<file path="src/rtl/jt10_adpcma_pkg.sv">
// Shared constants, slot record and arithmetic helpers for the ADPCM-A decoder.
package jt10_adpcma_pkg;

    localparam int ADPCMA_IDX_MAX = 48;

    localparam logic [10:0] STEP_TBL [0:48] = '{
        11'd16,   11'd17,   11'd19,   11'd21,   11'd23,   11'd25,   11'd28,
        11'd31,   11'd34,   11'd37,   11'd41,   11'd45,   11'd50,   11'd55,
        11'd60,   11'd66,   11'd73,   11'd80,   11'd88,   11'd97,   11'd107,
        11'd118,  11'd130,  11'd143,  11'd157,  11'd173,  11'd190,  11'd209,
        11'd230,  11'd253,  11'd279,  11'd307,  11'd337,  11'd371,  11'd408,
        11'd449,  11'd494,  11'd544,  11'd598,  11'd658,  11'd724,  11'd796,
        11'd876,  11'd963,  11'd1060, 11'd1166, 11'd1282, 11'd1411, 11'd1552
    };

    localparam logic signed [4:0] IDX_ADJ [0:7] = '{
        -5'sd1, -5'sd1, -5'sd1, -5'sd1, 5'sd2, 5'sd5, 5'sd7, 5'sd9
    };

    // One channel's worth of pipeline content in the early stages
    typedef struct packed {
        logic [5:0]  ch;
        logic [3:0]  nib;
        logic        decon;
        logic        clr;
        logic [11:0] acc;
        logic [5:0]  idx;
    } slot_t;

    // ((2*m+1)*step)>>3 built from shifted copies of step; peaks at 2910
    function automatic logic [11:0] adpcma_diff(input logic [10:0] step, input logic [2:0] m);
        logic [14:0] p;
        p = {4'b0, step};
        if (m[0]) p = p + {3'b0, step, 1'b0};
        if (m[1]) p = p + {2'b0, step, 2'b0};
        if (m[2]) p = p + {1'b0, step, 3'b0};
        return 12'(p >> 3);
    endfunction

    // Step index update, widened to 7-bit signed so -1 and >48 can be clamped
    function automatic logic [5:0] adpcma_idx_next(input logic [5:0] idx, input logic [2:0] m);
        logic signed [6:0] t;
        logic signed [4:0] adj;
        adj = IDX_ADJ[m];
        t   = $signed({1'b0, idx}) + $signed({{2{adj[4]}}, adj});
        if (t < 7'sd0)
            return 6'd0;
        else if (t > 7'(ADPCMA_IDX_MAX))
            return 6'(ADPCMA_IDX_MAX);
        else
            return t[5:0];
    endfunction

endpackage

</file>
<file path="src/rtl/jt10_adpcma_steptbl.sv">
// Registered step-size lookup: forms the second pipeline stage.
module jt10_adpcma_steptbl
    import jt10_adpcma_pkg::*;
(
    input  logic        clk,
    input  logic        rst_n,
    input  logic        cen,
    input  logic [5:0]  idx,
    output logic [10:0] step
);

    // Out-of-range indices cannot occur from the decoder but map to the top entry
    always_ff @(posedge clk or negedge rst_n) begin
        if (!rst_n)
            step <= '0;
        else if (cen)
            step <= (idx > 6'(ADPCMA_IDX_MAX)) ? STEP_TBL[ADPCMA_IDX_MAX] : STEP_TBL[idx];
    end

endmodule

</file>
<file path="src/rtl/jt10_adpcma_dec.sv">
// Six-channel time-multiplexed ADPCM-A decoder. Channel state circulates
// through a six-stage pipeline, so each channel's acc/idx leaves the last
// stage exactly when that channel is presented again on the inputs.
module jt10_adpcma_dec
    import jt10_adpcma_pkg::*;
(
    input  logic        rst_n,
    input  logic        clk,
    input  logic        cen,
    input  logic [5:0]  cur_ch,
    input  logic [7:0]  rom_data,
    input  logic        sel,
    input  logic        decon,
    input  logic        clr,
    output logic [11:0] pcm,
    output logic [5:0]  pcm_ch
);

    slot_t       s1, s2, s3;
    logic [10:0] step2;
    logic [11:0] diff3;

    logic [5:0]  ch4;
    logic [2:0]  m4;
    logic        upd4;
    logic [11:0] acc4;
    logic [5:0]  idx4;

    logic [5:0]  ch5;
    logic [11:0] acc5;
    logic [5:0]  idx5;

    logic [11:0] acc6;
    logic [5:0]  idx6;

    logic [3:0]  nib_in;

    assign nib_in = sel ? rom_data[3:0] : rom_data[7:4];

    // P1: sample inputs and pick up the circulating state; clr zeroes it here
    always_ff @(posedge clk or negedge rst_n) begin
        if (!rst_n) begin
            s1 <= '0;
        end else if (cen) begin
            s1.ch    <= cur_ch;
            s1.nib   <= nib_in;
            s1.decon <= decon;
            s1.clr   <= clr;
            s1.acc   <= clr ? 12'd0 : acc6;
            s1.idx   <= clr ? 6'd0  : idx6;
        end
    end

    // P2: step lookup runs alongside the slot copy
    jt10_adpcma_steptbl u_steptbl (
        .clk   (clk),
        .rst_n (rst_n),
        .cen   (cen),
        .idx   (s1.idx),
        .step  (step2)
    );

    // P2 slot register
    always_ff @(posedge clk or negedge rst_n) begin
        if (!rst_n)
            s2 <= '0;
        else if (cen)
            s2 <= s1;
    end

    // P3: magnitude of the accumulator change
    always_ff @(posedge clk or negedge rst_n) begin
        if (!rst_n) begin
            s3    <= '0;
            diff3 <= '0;
        end else if (cen) begin
            s3    <= s2;
            diff3 <= adpcma_diff(step2, s2.nib[2:0]);
        end
    end

    // P4: accumulate with 12-bit two's-complement wrap; clr/decon=0 slots hold acc
    always_ff @(posedge clk or negedge rst_n) begin
        if (!rst_n) begin
            ch4  <= '0;
            m4   <= '0;
            upd4 <= 1'b0;
            acc4 <= '0;
            idx4 <= '0;
        end else if (cen) begin
            ch4  <= s3.ch;
            m4   <= s3.nib[2:0];
            upd4 <= s3.decon && !s3.clr;
            idx4 <= s3.idx;
            if (s3.decon && !s3.clr)
                acc4 <= s3.nib[3] ? (s3.acc - diff3) : (s3.acc + diff3);
            else
                acc4 <= s3.acc;
        end
    end

    // P5: step index adaptation with clamping
    always_ff @(posedge clk or negedge rst_n) begin
        if (!rst_n) begin
            ch5  <= '0;
            acc5 <= '0;
            idx5 <= '0;
        end else if (cen) begin
            ch5  <= ch4;
            acc5 <= acc4;
            idx5 <= upd4 ? adpcma_idx_next(idx4, m4) : idx4;
        end
    end

    // P6: commit state for recirculation and publish the sample
    always_ff @(posedge clk or negedge rst_n) begin
        if (!rst_n) begin
            acc6   <= '0;
            idx6   <= '0;
            pcm    <= '0;
            pcm_ch <= 6'b000001;
        end else if (cen) begin
            acc6   <= acc5;
            idx6   <= idx5;
            pcm    <= acc5;
            pcm_ch <= ch5;
        end
    end

endmodule

</file>
<file path="config.mk">
export PLATFORM = sky130hd
export DESIGN_NAME = jt10_adpcma_dec
export DESIGN_NICKNAME = d
export VERILOG_FILES = /design/src/rtl/jt10_adpcma_pkg.sv /design/src/rtl/jt10_adpcma_steptbl.sv /design/src/rtl/jt10_adpcma_dec.sv
export SDC_FILE = /design/constraint.sdc
export NUM_CORES = 1
export LEC_CHECK = 0
export ABC_CLOCK_PERIOD_IN_PS = 6050
export BUFFER_PORTS_ARGS = -buffer_cell sky130_fd_sc_hd__buf_4
export CORE_UTILIZATION = 49
export DETAILED_ROUTE_END_ITERATION = 6
export GPL_ROUTABILITY_DRIVEN = 0
export PLACE_DENSITY = 0.65
export SLEW_MARGIN = 10
export SYNTH_ARGS = -nofsm -noshare
export SYNTH_HDL_FRONTEND = slang
export SYNTH_HIERARCHICAL = 1
export SYNTH_SLANG_ARGS = --single-unit
</file>
<file path="constraint.sdc">
create_clock -name clk -period 6.05 [get_ports clk]
set_input_delay 1.21 -clock clk [delete_from_list [all_inputs] [get_ports clk]]
set_output_delay 1.21 -clock clk [all_outputs]
set_load 0.03 [all_outputs]
</file>
==> out/qor.csv, run 1 <==
metric,value,unit
status,"complete, no violations",
Ys Warns,6,
Synth Flop Type,dfrtp_1,
"critical path fanouts, max",7,
combinational power share,45.7,%
buffers added on ports,37,
number of fill cells in the layout,1958,
CP arrival,5290,ps
post-route ant nets,0,
Clk pwr share,20.6,%
# DRC,0,
gr usage total,20.3,%
initial detailed-routing violation count,454,
clock sink total,189,
Psw,2.35,mW
area growth from synthesis to layout,10.2,%
Tmin final,4930,ps
post-cts sizing count,0,
"commonest non-fill, non-tap cell in the layout",dfrtp_1,
Seq pwr share,33.7,%
Critical Path Slowest Stage Cell,or4_1,
critical path launch point type,register,
routed vias,7819,
Max Used Layer,met4,
wl on met1,10800,um
worst path cell trace,ha_1 -> and3_1 -> a21bo_2 -> and3_1 -> or4_1 -> ha_1 -> nand2_1 -> nand2_1 -> o31a_1 -> or3_1 -> a31o_1 -> ha_1 -> nor4_1 -> o21ai_0 -> a41oi_1 -> xnor2_1 -> a21oi_1 -> a22oi_1,
die area,0.0230,sq mm
RSZ-0062 raised after global routing,no,
leak pwr,5.35,nW
first-pass GRT wire length,36600,um
Tightest Hold Check Type,reg2reg,
met3 WL,642,um
Placed Area,0.0114,sq mm
share of layout cells above drive strength 1,19.6,%
Int Pwr,3.42,mW
CTS root buffer,clkbuf_16,
std cell rows,54,
ys async rst share,100,%
Worst-path clk slew,80,ps
#FFs+latches synth,189,
die width,152,um
hold path cells,2,
DR WL met2,10200,um
final WL,21900,um
Rel. slew slack,26.4,%
CP max stage delay,500,ps
total CTS buffers,17,
FMAX,203,MHz
Tightest Pin Transition,1100,ps
total power,5.77,mW
DR WL/cell,16.1,um
Final Hold Fails,0,
Bufs on Longest Clock Path,2,
detail-routed via count per cell,5.76,
TritonCTS clock tree,built,
skew final,11.2,ps
Core Box Area,0.0219,sq mm
final setup margin,1120,ps
CP most frequent cell,ha_1,
# Max-Cap Violations,0,
Reg2Reg Depth,18,
Syn Nets,1140,
I/O pins,38,
Mapped Cells,1053,
Antenna Cells,0,
"Data required, critical path",6410,ps
antenna violations before repair,0,
Post-CTS Hold Fix Bufs,0,
Setup TNS,0,ps
vias in the first global route,7405,
Synth Cell Area,0.0110,sq mm
PwrDens,478,mW/mm^2
Post-synth EDFFs,0,
crit path kind,reg2reg,
DP HPWL,15100,um
worst ir drop on vdd,0.209,mV
switch share,40.7,%
Crit. End Element,register,
DRT Pass-1 Iters,5,
unique cell type count in the Yosys netlist,80,
syn_area_per_cell,10.4,sq um
Nets,1152,
post-synthesis sequential area ratio,43.1,%
pre-CTS setup slack,1190,ps
crit share post-route,81.4,%
H-tree depth,4,
Final Cell Area,0.0121,sq mm
total gr overflow,0,
largest net degree at the start of global routing,140,
most frequent cells in the layout,"dfrtp_1, mux2_2, a21oi_1",
final slew viol count,0,
post-CTS setup buffer count,0,
Die Height,152,um
# setup viols final,0,
"Clk Latency, worst-skew pair",450,ps
Initial Utilization,50.1,%
## kinds of logic after synthesis
| family | after synthesis | synth area share, % |
|---|---|---|
| adder cells (fa/ha/maj) | 67 | 7.99 |
| AO/OA/AOI/OAI | 267 | 15.7 |
| AND/OR/NAND/NOR | 245 | 11.7 |
| flip-flops | 189 | 43.1 |
| buffers and inverters | 106 | 3.85 |
| multiplexers | 140 | 14.5 |
| XOR/XNOR | 39 | 3.12 |
## power groups by stage
stage          sequential (mW)  combinational, mW  clock, mW
2_1_floorplan             1.95               2.03          0
3_3_place_gp              1.96               2.59          0
3_5_place_dp              1.97               2.62          0
4_1_cts                   1.95               2.65       1.22
5_1_grt                   2.01               2.97       1.26
6_report                  1.94               2.64       1.19
## synthesized netlist by cell type (4+ instances only)
master,number,area (sq um)
a211oi_1,11,82.6
a21o_1,15,113
a21oi_1,66,330
a221oi_1,5,43.8
a22oi_1,4,30.0
a31oi_1,19,119
a41oi_1,4,35.0
and3_1,10,62.6
buf_1,6,22.5
buf_2,4,20.0
clkbuf_1,36,135
dfrtp_1,188,4700
fa_1,5,100
ha_1,62,776
inv_1,57,214
mux2_2,124,1400
mux2i_1,14,140
nand2_1,52,195
nand2b_1,15,93.8
nand3_1,10,50.1
nand3b_1,25,188
nor2_1,65,244
nor2b_1,16,100
nor3_1,19,95.1
o211ai_1,13,97.6
o21a_1,7,52.6
o21ai_0,60,300
o21ai_1,4,20.0
o21bai_1,5,37.5
o221ai_1,4,35.0
o22ai_1,8,50.1
o2bb2ai_1,4,35.0
o31ai_1,4,30.0
or3_1,6,37.5
xnor2_1,28,245
xor2_1,11,96.3
## layout make-up
cell class / instances / area [sq um] / share of cell area, %
Multi-Input combinational cell: 758 / 5810 / 48.1
Sequential cell: 189 / 4730 / 39.2
Clock buffer: 17 / 425 / 3.52
Tap cell: 280 / 350 / 2.90
Timing Repair Buffer: 42 / 328 / 2.71
Clock inverter: 15 / 221 / 1.83
Inverter: 57 / 214 / 1.77
## routing by layer
metal,global-route usage [%],vias to the layer above
li1,-,3868
met2,31.6,128
met3,3.14,28
met1,28.9,3795
met4,6.68,0
met5,0,-
## path summary, 6_finish.rpt
path                                   start                  to  slack (ps)
setup / recovery           u_steptbl/step[5]           diff3[10]        1120
hold / removal                        s3[20]               m4[0]         490
setup reg to reg           u_steptbl/step[5]           diff3[10]        1120
hold reg to reg                       s3[20]               m4[0]         490
max in group asynchronous              rst_n             idx5[2]        4050
min in group asynchronous              rst_n  u_steptbl/step[10]         790
## state kept, by name, summed over array words and instances (netlist names), 11 cells and up
name            cells
acc4               12
acc5               12
acc6               12
diff3              12
s1                 30
s2                 30
s3                 30
u_steptbl/step     11
## per-stage QoR
step           hold slack, ps  util (%)  std cells
3_5_place_dp              478      52.2       1326
6_report                  494      55.2       1358
5_1_grt                   522      55.2       1358
3_3_place_gp              467      52.2       1326
2_1_floorplan             449         -       1053
4_1_cts                   497      55.2       1358
## critical path: cells and delay by family (launching register included)
kind / cells / cell delay, ps
xor+xnor: 1 / 150
compound gates: 7 / 1520
fa+ha+maj: 3 / 1030
simple gates: 7 / 1660
flops: 1 / 480
No activity file was read; power rests on OpenSTA's default activity.
==> run 2: changes to the inputs <==
--- a/config.mk
+++ b/config.mk
@@ -5,12 +5,13 @@
 export SDC_FILE = /design/constraint.sdc
 export NUM_CORES = 1
 export LEC_CHECK = 0
-export ABC_CLOCK_PERIOD_IN_PS = 6050
+export ABC_AREA = 1
+export ABC_CLOCK_PERIOD_IN_PS = 4500
 export BUFFER_PORTS_ARGS = -buffer_cell sky130_fd_sc_hd__buf_4
 export CORE_UTILIZATION = 49
 export DETAILED_ROUTE_END_ITERATION = 6
 export GPL_ROUTABILITY_DRIVEN = 0
-export PLACE_DENSITY = 0.65
+export PLACE_DENSITY = 0.68
 export SLEW_MARGIN = 10
 export SYNTH_ARGS = -nofsm -noshare
 export SYNTH_HDL_FRONTEND = slang
==> constraint.sdc (replaced) <==
create_clock -name clk -period 4.5 [get_ports clk]
set_input_delay 0.9 -clock clk [delete_from_list [all_inputs] [get_ports clk]]
set_output_delay 0.9 -clock clk [all_outputs]
set_load 0.03 [all_outputs]
==> run 2 against run 1 <==
Compared with the run above: critical path depth increased by 4; register-to-register slack got worse by 800 ps; combinational power decreased by 16%; fmax up 18%; sequential share of layout area fell by 0.41 points; synthesized cell count rose by 42%; clock-buffer cell count is the same; clock skew hardly changed; sequential power increased by 16%; sequential cell count did not move; design area up 1.2%; first-iteration DRC count grew 66%; critical path type unchanged; highest routed layer unchanged.
==> out/qor.csv, run 2 <==
metric,value,unit,change
status,"complete, no violations",,unchanged
worst ir drop on vdd,0.272,mV,was 0.209 mV
Synth top area share,42.4,%,was 42.9%
most frequent cell after synthesis,nand2_1,,was dfrtp_1
critical path launch point type,register,,unchanged
Tmin final,4170,ps,was 4930 ps
unique cell type count in the Yosys netlist,48,,was 80
ys async rst share,100,%,unchanged
Post-synth EDFFs,0,,unchanged
first-pass GRT wire length,42300,um,was 36600 um
DP HPWL,17000,um,was 15100 um
Tightest Pin Transition,820,ps,was 1100 ps
crit share post-route,92.8,%,was 81.4%
post-route ant nets,0,,unchanged
TritonCTS clock tree,built,,unchanged
initial detailed-routing violation count,755,,was 454
routed vias,9438,,was 7819
simple-gate area share of the yosys netlist,28.6,%,was 11.7%
gr usage total,22.2,%,was 20.3%
Compound-Gate Fraction of Synth Area,11.4,%,was 15.7%
FMAX,240,MHz,was 203 MHz
Initial Utilization,50.4,%,was 50.1%
# Max-Cap Violations,0,,unchanged
CP arrival,4540,ps,was 5290 ps
CP Buf/Inv Count,3,,was 0
vias in the first global route,8862,,was 7405
final WL,24300,um,was 21900 um
reg2reg setup slack,330,ps,was 1120 ps
syn_area_per_cell,7.43,sq um,was 10.4 sq um
Commonest cells post-synth,"nand2_1, dfrtp_1, inv_1",,"was dfrtp_1, mux2_2, a21oi_1"
detail-routed via count per cell,5.23,,was 5.76
"commonest non-fill, non-tap cell in the layout",nand2_1,,was dfrtp_1
Crit. End Element,register,,unchanged
Synth Flop Type,dfrtp_1,,unchanged
skew final,11.3,ps,was 11.2 ps
largest net degree at the start of global routing,83,,was 140
buffers added on ports,37,,unchanged
Critical Path Start,u_steptbl/step[1],,was u_steptbl/step[5]
"critical path fanouts, max",6,,was 7
total gr overflow,0,,unchanged
total power,6.01,mW,was 5.77 mW
largest family of logic cells by synthesized area,simple AND/OR/NAND/NOR gates,,was compound AO/OA/AOI/OAI gates
GR Util met2,35.5,%,was 31.6%
DRT Pass-1 Iters,7,,was 5
multiplexer share of the synthesized area,0,%,was 14.5%
#FFs+latches synth,189,,unchanged
Setup crit end,diff3[6],,was diff3[10]
most frequent cells in the layout,"nand2_1, dfrtp_1, inv_1",,"was dfrtp_1, mux2_2, a21oi_1"
Worst-path clk slew,80,ps,about the same
final slew viol count,0,,unchanged
final setup margin,325,ps,was 1120 ps
Largest regs,"s1 x30, s2 x30, s3 x30",,unchanged
# DRC,0,,unchanged
leak pwr,6.43,nW,was 5.35 nW
post-synthesis xor/xnor area fraction,1.74,%,was 3.12%
Final Hold Fails,0,,unchanged
Mapped Cells,1494,,was 1053
antenna violations before repair,0,,unchanged
die width,152,um,about the same
CP most frequent cell,nand2_1,,was ha_1
"Data required, critical path",4870,ps,was 6410 ps
Bufs on Longest Clock Path,2,,unchanged
worst path cell trace,nand2_1 -> inv_1 -> fa_2 -> xor2_1 -> nand2_1 -> o21ai_0 -> inv_1 -> fa_1 -> nand3b_1 -> nand2_1 -> xor2_1 -> or2_2 -> and2_1 -> ha_1 -> nand2_1 -> a21oi_1 -> or2_2 -> a21oi_1 -> o21ai_0 -> o21ai_0 -> inv_1 -> nand2_1,,was ha_1 -> and3_1 -> a21bo_2 -> and3_1 -> or4_1 -> ha_1 -> nand2_1 -> nand2_1 -> o31a_1 -> or3_1 -> a31o_1 -> ha_1 -> nor4_1 -> o21ai_0 -> a41oi_1 -> xnor2_1 -> a21oi_1 -> a22oi_1
synth top area cells,"dfrtp_1, nand2_1, ha_1, o21ai_0, inv_1",,"was dfrtp_1, mux2_2, ha_1, a21oi_1, o21ai_0"
reg2reg start,u_steptbl/step[1],,was u_steptbl/step[5]
pre-CTS setup slack,124,ps,was 1190 ps
Min Hold Slack,470,ps,was 494 ps
Critical Path Slowest Stage Cell,dfrtp_2,,was or4_1
PwrDens,492,mW/mm^2,was 478 mW/mm^2
Util after Layout,55.5,%,was 55.2%
H-tree depth,4,,unchanged
CP max stage delay,450,ps,was 500 ps
DR WL/cell,13.5,um,was 16.1 um
Tightest Hold Check Type,in2async,,was reg2reg
"Clk Latency, worst-skew pair",440,ps,was 450 ps
Synth Cell Area,0.0111,sq mm,was 0.0110 sq mm
global routing usage on met1,31.8,%,was 28.9%
crit path kind,reg2reg,,unchanged
die area,0.0233,sq mm,was 0.0230 sq mm
GR Util met3,3.58,%,was 3.14%
Die Height,152,um,about the same
clock sink total,189,,unchanged
post-synthesis sequential area ratio,42.6,%,was 43.1%
global route hottest layer,met2,,unchanged
CTS root buffer,clkbuf_16,,unchanged
Rel. slew slack,45.3,%,was 26.4%
Reg2Reg Depth,22,,was 18
post-synthesis adder-cell area fraction,7.89,%,was 7.99%
Worst path depth,22,,was 18
Core Box Area,0.0220,sq mm,was 0.0219 sq mm
I/O pins,38,,unchanged
std cell rows,54,,unchanged
Syn Nets,1581,,was 1140
cell taking the most area after synthesis,dfrtp_1,,unchanged
area growth from synthesis to layout,10.1,%,was 10.2%
# setup viols final,0,,unchanged
Critical R2R Capture,diff3[6],,was diff3[10]
Crit path max-delay family,simple AND/OR/NAND/NOR gates,,unchanged
Ys Warns,6,,unchanged
total CTS buffers,17,,unchanged
Post-CTS Hold Fix Bufs,0,,unchanged
Nets,1598,,was 1152
Antenna Cells,0,,unchanged
share of layout cells above drive strength 1,7.61,%,was 19.6%
==> run 2: changes by cell type after synthesis, sizes merged, moves of 17 or more <==
cell and change:
nand2 +508, inv +107, nand3 +85, mux2 -124, a31oi -17, nand3b -22
o21ai +66, xnor2 -20
==> run 2: power by group <==
part           internal [mW]  total (mW)  switching [mW]
registers               2.00        2.25           0.246
logic                  0.813        2.21            1.39
clock network          0.776        1.56           0.782
total                   3.59        6.01            2.42
==> run 2: worst min path at each step <==
stage	from	slack, ps	endpoint
final	rst_n	470	s2[5]
after floorplan	acc5[0]	440	acc5[0]
after CTS	pcm_ch[0]	470	pcm_ch[0]
after detailed placement	pcm_ch[0]	460	pcm_ch[0]
after global routing	pcm_ch[0]	490	pcm_ch[0]
after global placement	pcm_ch[0]	450	pcm_ch[0]
==> run 2: area by class of cell <==
class / count / area [sq um]
clock inverter: 15 / 198
fill: 2109 / 9800
sequential: 189 / 4740
inverter: 164 / 623
clock buffer: 17 / 425
timing repair buffer: 47 / 375
tap: 280 / 350
multi-input combinational: 1092 / 5520
==> run 2: cells by family (layout without fill, tap and decap cells) <==
family	after synthesis	in the layout
flops	189	189
buf+inv	213	243
fa+ha+maj	67	67
xor+xnor	22	22
simple gates	772	772
compound gates	231	231
==> run 2: metal layers <==
metal / vias to the layer above / share of wire [%] / routed length (um)
li1: 4818 / - / -
met1: 4395 / 50 / 12200
met2: 203 / 45 / 11000
met3: 22 / 3.9 / 951
met4: 0 / 1.0 / 253
met5: - / 0 / 0
==> run 2: stage by stage <==
stage	TNS [ps]	instances	cell area, sq um
4_1_cts	0	1802	12200
6_report	0	1804	12200
3_3_place_gp	0	1770	11600
3_5_place_dp	0	1770	11600
2_1_floorplan	0	1494	11100
5_1_grt	-0.316	1804	12200
==> run 2: what timing repair did <==
action / 4_1_cts / 5_1_grt
buffers inserted: 0 / 2
endpoints found under the setup margin: 0 / 7
gates resized for setup: 0 / 11
==> run 3: changes to the inputs <==
--- a/config.mk
+++ b/config.mk
@@ -15,5 +15,4 @@
 export SLEW_MARGIN = 10
 export SYNTH_ARGS = -nofsm -noshare
 export SYNTH_HDL_FRONTEND = slang
-export SYNTH_HIERARCHICAL = 1
 export SYNTH_SLANG_ARGS = --single-unit
==> run 3 against run 2 <==
Compared with the run above: the run now ends with DRC left; critical endpoint is now diff3[7]; power about the same; routed wire length about the same; sequential cell count unchanged; non-clock buffer count down 1; sequential power about the same; global-route usage up 0.43 points.
==> out/qor.csv, run 3 <==
metric,value,unit,change
Synth Cell Area,0.0109,sq mm,was 0.0111 sq mm
Ys Warns,0,,was 6
Nets,1550,,was 1598
"Clk Latency, worst-skew pair",440,ps,about the same
Die Height,151,um,was 152 um
I/O pins,38,,unchanged
multiplexer share of the synthesized area,0,%,unchanged
# DRC,3,,was 0
Post-CTS Hold Fix Bufs,0,,unchanged
Setup TNS,0,ps,unchanged
cell taking the most area after synthesis,dfrtp_1,,unchanged
CTS root buffer,clkbuf_16,,unchanged
die width,151,um,was 152 um
Worst-path clk slew,80,ps,about the same
total gr overflow,0,,unchanged
Largest regs,"s1 x30, s2 x30, s3 x30",,unchanged
DRT Pass-1 Iters,7,,unchanged
post-synthesis sequential area ratio,43.5,%,was 42.6%
reg2reg setup slack,340,ps,was 330 ps
leak pwr,6.33,nW,was 6.43 nW
Rel. slew slack,41.4,%,was 45.3%
worst ir drop on vdd,0.257,mV,was 0.272 mV
gr usage total,22.6,%,was 22.2%
std cell rows,54,,unchanged
buffers added on ports,37,,unchanged
CP arrival,4490,ps,was 4540 ps
TritonCTS clock tree,built,,unchanged
pre-CTS setup slack,338,ps,was 124 ps
DP HPWL,16800,um,was 17000 um
synth top area cells,"dfrtp_1, nand2_1, ha_1, o21ai_0, inv_1",,unchanged
hold path cells,2,,
reg2reg start,u_steptbl.step[2],,was u_steptbl/step[1]
total power,6.01,mW,about the same
H-tree depth,4,,unchanged
#FFs+latches synth,189,,unchanged
final WL,24300,um,about the same
clock sink total,189,,unchanged
final slew viol count,0,,unchanged
simple-gate area share of the yosys netlist,27.3,%,was 28.6%
Bufs on Longest Clock Path,2,,unchanged
Tmin final,4160,ps,was 4170 ps
post-synthesis adder-cell area fraction,7.64,%,was 7.89%
Syn Nets,1534,,was 1581
final setup margin,337,ps,was 325 ps
Reg2Reg Depth,23,,was 22
most frequent cell after synthesis,nand2_1,,unchanged
Critical R2R Capture,diff3[7],,was diff3[6]
CP most frequent cell,nand2_1,,unchanged
Compound-Gate Fraction of Synth Area,12.5,%,was 11.4%
Crit. End Element,register,,unchanged
share of layout cells above drive strength 1,7.44,%,was 7.61%
Synth Flop Type,dfrtp_1,,unchanged
crit path kind,reg2reg,,unchanged
HP Start,s2[27],,
Final Hold Fails,0,,unchanged
"Data required, critical path",4830,ps,was 4870 ps
Post-synth EDFFs,0,,unchanged
Tightest Pin Transition,879,ps,was 820 ps
Antenna Cells,0,,unchanged
PwrDens,501,mW/mm^2,was 492 mW/mm^2
skew final,12.6,ps,was 11.3 ps
post-cts sizing count,0,,unchanged
"commonest non-fill, non-tap cell in the layout",nand2_1,,unchanged
ys async rst share,100,%,unchanged
Min Hold Slack,472,ps,was 470 ps
FMAX,240,MHz,about the same
detail-routed via count per cell,5.22,,was 5.23
Mapped Cells,1450,,was 1494
Hold Path Sink,s2[27],,
crit share post-route,92.5,%,was 92.8%
CP Buf/Inv Count,1,,was 3
"critical path fanouts, max",7,,was 6
largest net degree at the start of global routing,107,,was 83
Critical Path Slowest Stage Cell,dfrtp_1,,was dfrtp_2
post-synthesis xor/xnor area fraction,1.85,%,was 1.74%
die area,0.0228,sq mm,was 0.0233 sq mm
Commonest cells post-synth,"nand2_1, dfrtp_1, inv_1",,unchanged
failing checks,DRC,,
antenna violations before repair,0,,unchanged
largest family of logic cells by synthesized area,simple AND/OR/NAND/NOR gates,,unchanged
# setup viols final,0,,unchanged
RSZ-0062 raised after global routing,no,,
critical path launch point type,register,,unchanged
status,"complete, but fails checks",,"was complete, no violations"
DR WL/cell,13.8,um,was 13.5 um
Tightest Hold Check Type,reg2reg,,was in2async
vias in the first global route,8384,,was 8862
number of fill cells in the layout,2043,,was 2109
post-route ant nets,0,,unchanged
Crit path max-delay family,compound AO/OA/AOI/OAI gates,,was simple AND/OR/NAND/NOR gates
post-CTS setup buffer count,0,,unchanged
# Max-Cap Violations,0,,unchanged
most frequent cells in the layout,"nand2_1, dfrtp_1, inv_1",,unchanged
CP max stage delay,470,ps,was 450 ps
total CTS buffers,17,,unchanged
unique cell type count in the Yosys netlist,46,,was 48
initial detailed-routing violation count,694,,was 755
syn_area_per_cell,7.50,sq um,was 7.43 sq um
Initial Utilization,49.8,%,was 50.4%
first-pass GRT wire length,41000,um,was 42300 um
area growth from synthesis to layout,10.4,%,was 10.1%
worst path cell trace,ha_1 -> nand2_1 -> nand2_1 -> o21bai_1 -> xor2_1 -> nand2_1 -> o21ai_0 -> ha_1 -> a21oi_2 -> o21ai_2 -> a21oi_1 -> or2_0 -> nand3_1 -> and2_1 -> ha_1 -> a21o_1 -> a21oi_1 -> nand2_1 -> xor2_1 -> o21ai_0 -> inv_1 -> nand2_1 -> nand2_1,,was nand2_1 -> inv_1 -> fa_2 -> xor2_1 -> nand2_1 -> o21ai_0 -> inv_1 -> fa_1 -> nand3b_1 -> nand2_1 -> xor2_1 -> or2_2 -> and2_1 -> ha_1 -> nand2_1 -> a21oi_1 -> or2_2 -> a21oi_1 -> o21ai_0 -> o21ai_0 -> inv_1 -> nand2_1
Synth top area share,43.2,%,was 42.4%
Core Box Area,0.0218,sq mm,was 0.0220 sq mm
routed vias,9181,,was 9438
[run 3: changes by cell type after synthesis, sizes merged, moves of 3 or more]
cell | before | now
xor2 | 14 | 17
o21bai | 6 | 3
nand2 | 560 | 538
nand3 | 95 | 72
nor3 | 7 | 1
a31oi | 2 | 8
o21ai | 131 | 127
o22ai | 2 | 16
inv | 164 | 150
a21oi | 67 | 60
nor2 | 76 | 87
[run 3: where the power goes]
part / leakage, nW / internal [mW] / switching, mW / total (mW)
sequential: 2.46 / 2.00 / 0.250 / 2.25
combinational: 3.58 / 0.812 / 1.41 / 2.22
clock: 0.291 / 0.762 / 0.780 / 1.54
total: 6.33 / 3.58 / 2.44 / 6.01
[run 3: cells by family after synthesis]
group,count (synthesis)
simple gates,732
fa+ha+maj,64
compound gates,241
flops,189
xor+xnor,23
buf+inv,201
[run 3: worst register-to-register path, cell delays in order (launching register included)]
cell and delay, ps:
dfrtp_1 470, ha_1 400, nand2_1 90, nand2_1 100, o21bai_1 190, xor2_1 150, nand2_1 80, o21ai_0 90
ha_1 350, a21oi_2 200, o21ai_2 100, a21oi_1 170, or2_0 130, nand3_1 80, and2_1 190, ha_1 350
a21o_1 200, a21oi_1 180, nand2_1 110, xor2_1 150, o21ai_0 140, inv_1 50, nand2_1 60, nand2_1 50
[run 3: stage by stage]
step	instances	utilization, %	area, sq um
finish	1759	55.0	12000
floorplan	1450	-	10900
detailed placement	1727	52.2	11400
global route	1759	55.0	12000
global placement	1727	52.2	11400
CTS	1759	55.0	12000
[run 3: worst max-delay path by stage]
stage | startpoint | end | cells after the start
final | u_steptbl.step[2] | diff3[7] | 23
after global routing | u_steptbl.step[2] | diff3[7] | 23
after CTS | u_steptbl.step[2] | diff3[7] | 23
after detailed placement | u_steptbl.step[2] | diff3[7] | 23
after global placement | u_steptbl.step[2] | diff3[7] | 23
after floorplan | u_steptbl.step[2] | diff3[7] | 23
[run 3: cell type report]
class	instances	area [sq um]	share of cell area [%]
tap	280	350	2.92
clock inverter	15	186	1.55
clock buffer	17	425	3.54
timing repair buffer	46	368	3.06
sequential	189	4730	39.4
inverter	152	573	4.77
multi-input combinational	1060	5380	44.8
[run 3: metal layers]
metal	vias to the layer above	track usage, %	share of wire [%]
met5	-	0	0
met3	19	3.86	3.9
met4	0	5.45	1.1
met2	192	34.3	45
li1	4682	-	-
met1	4288	33.5	51
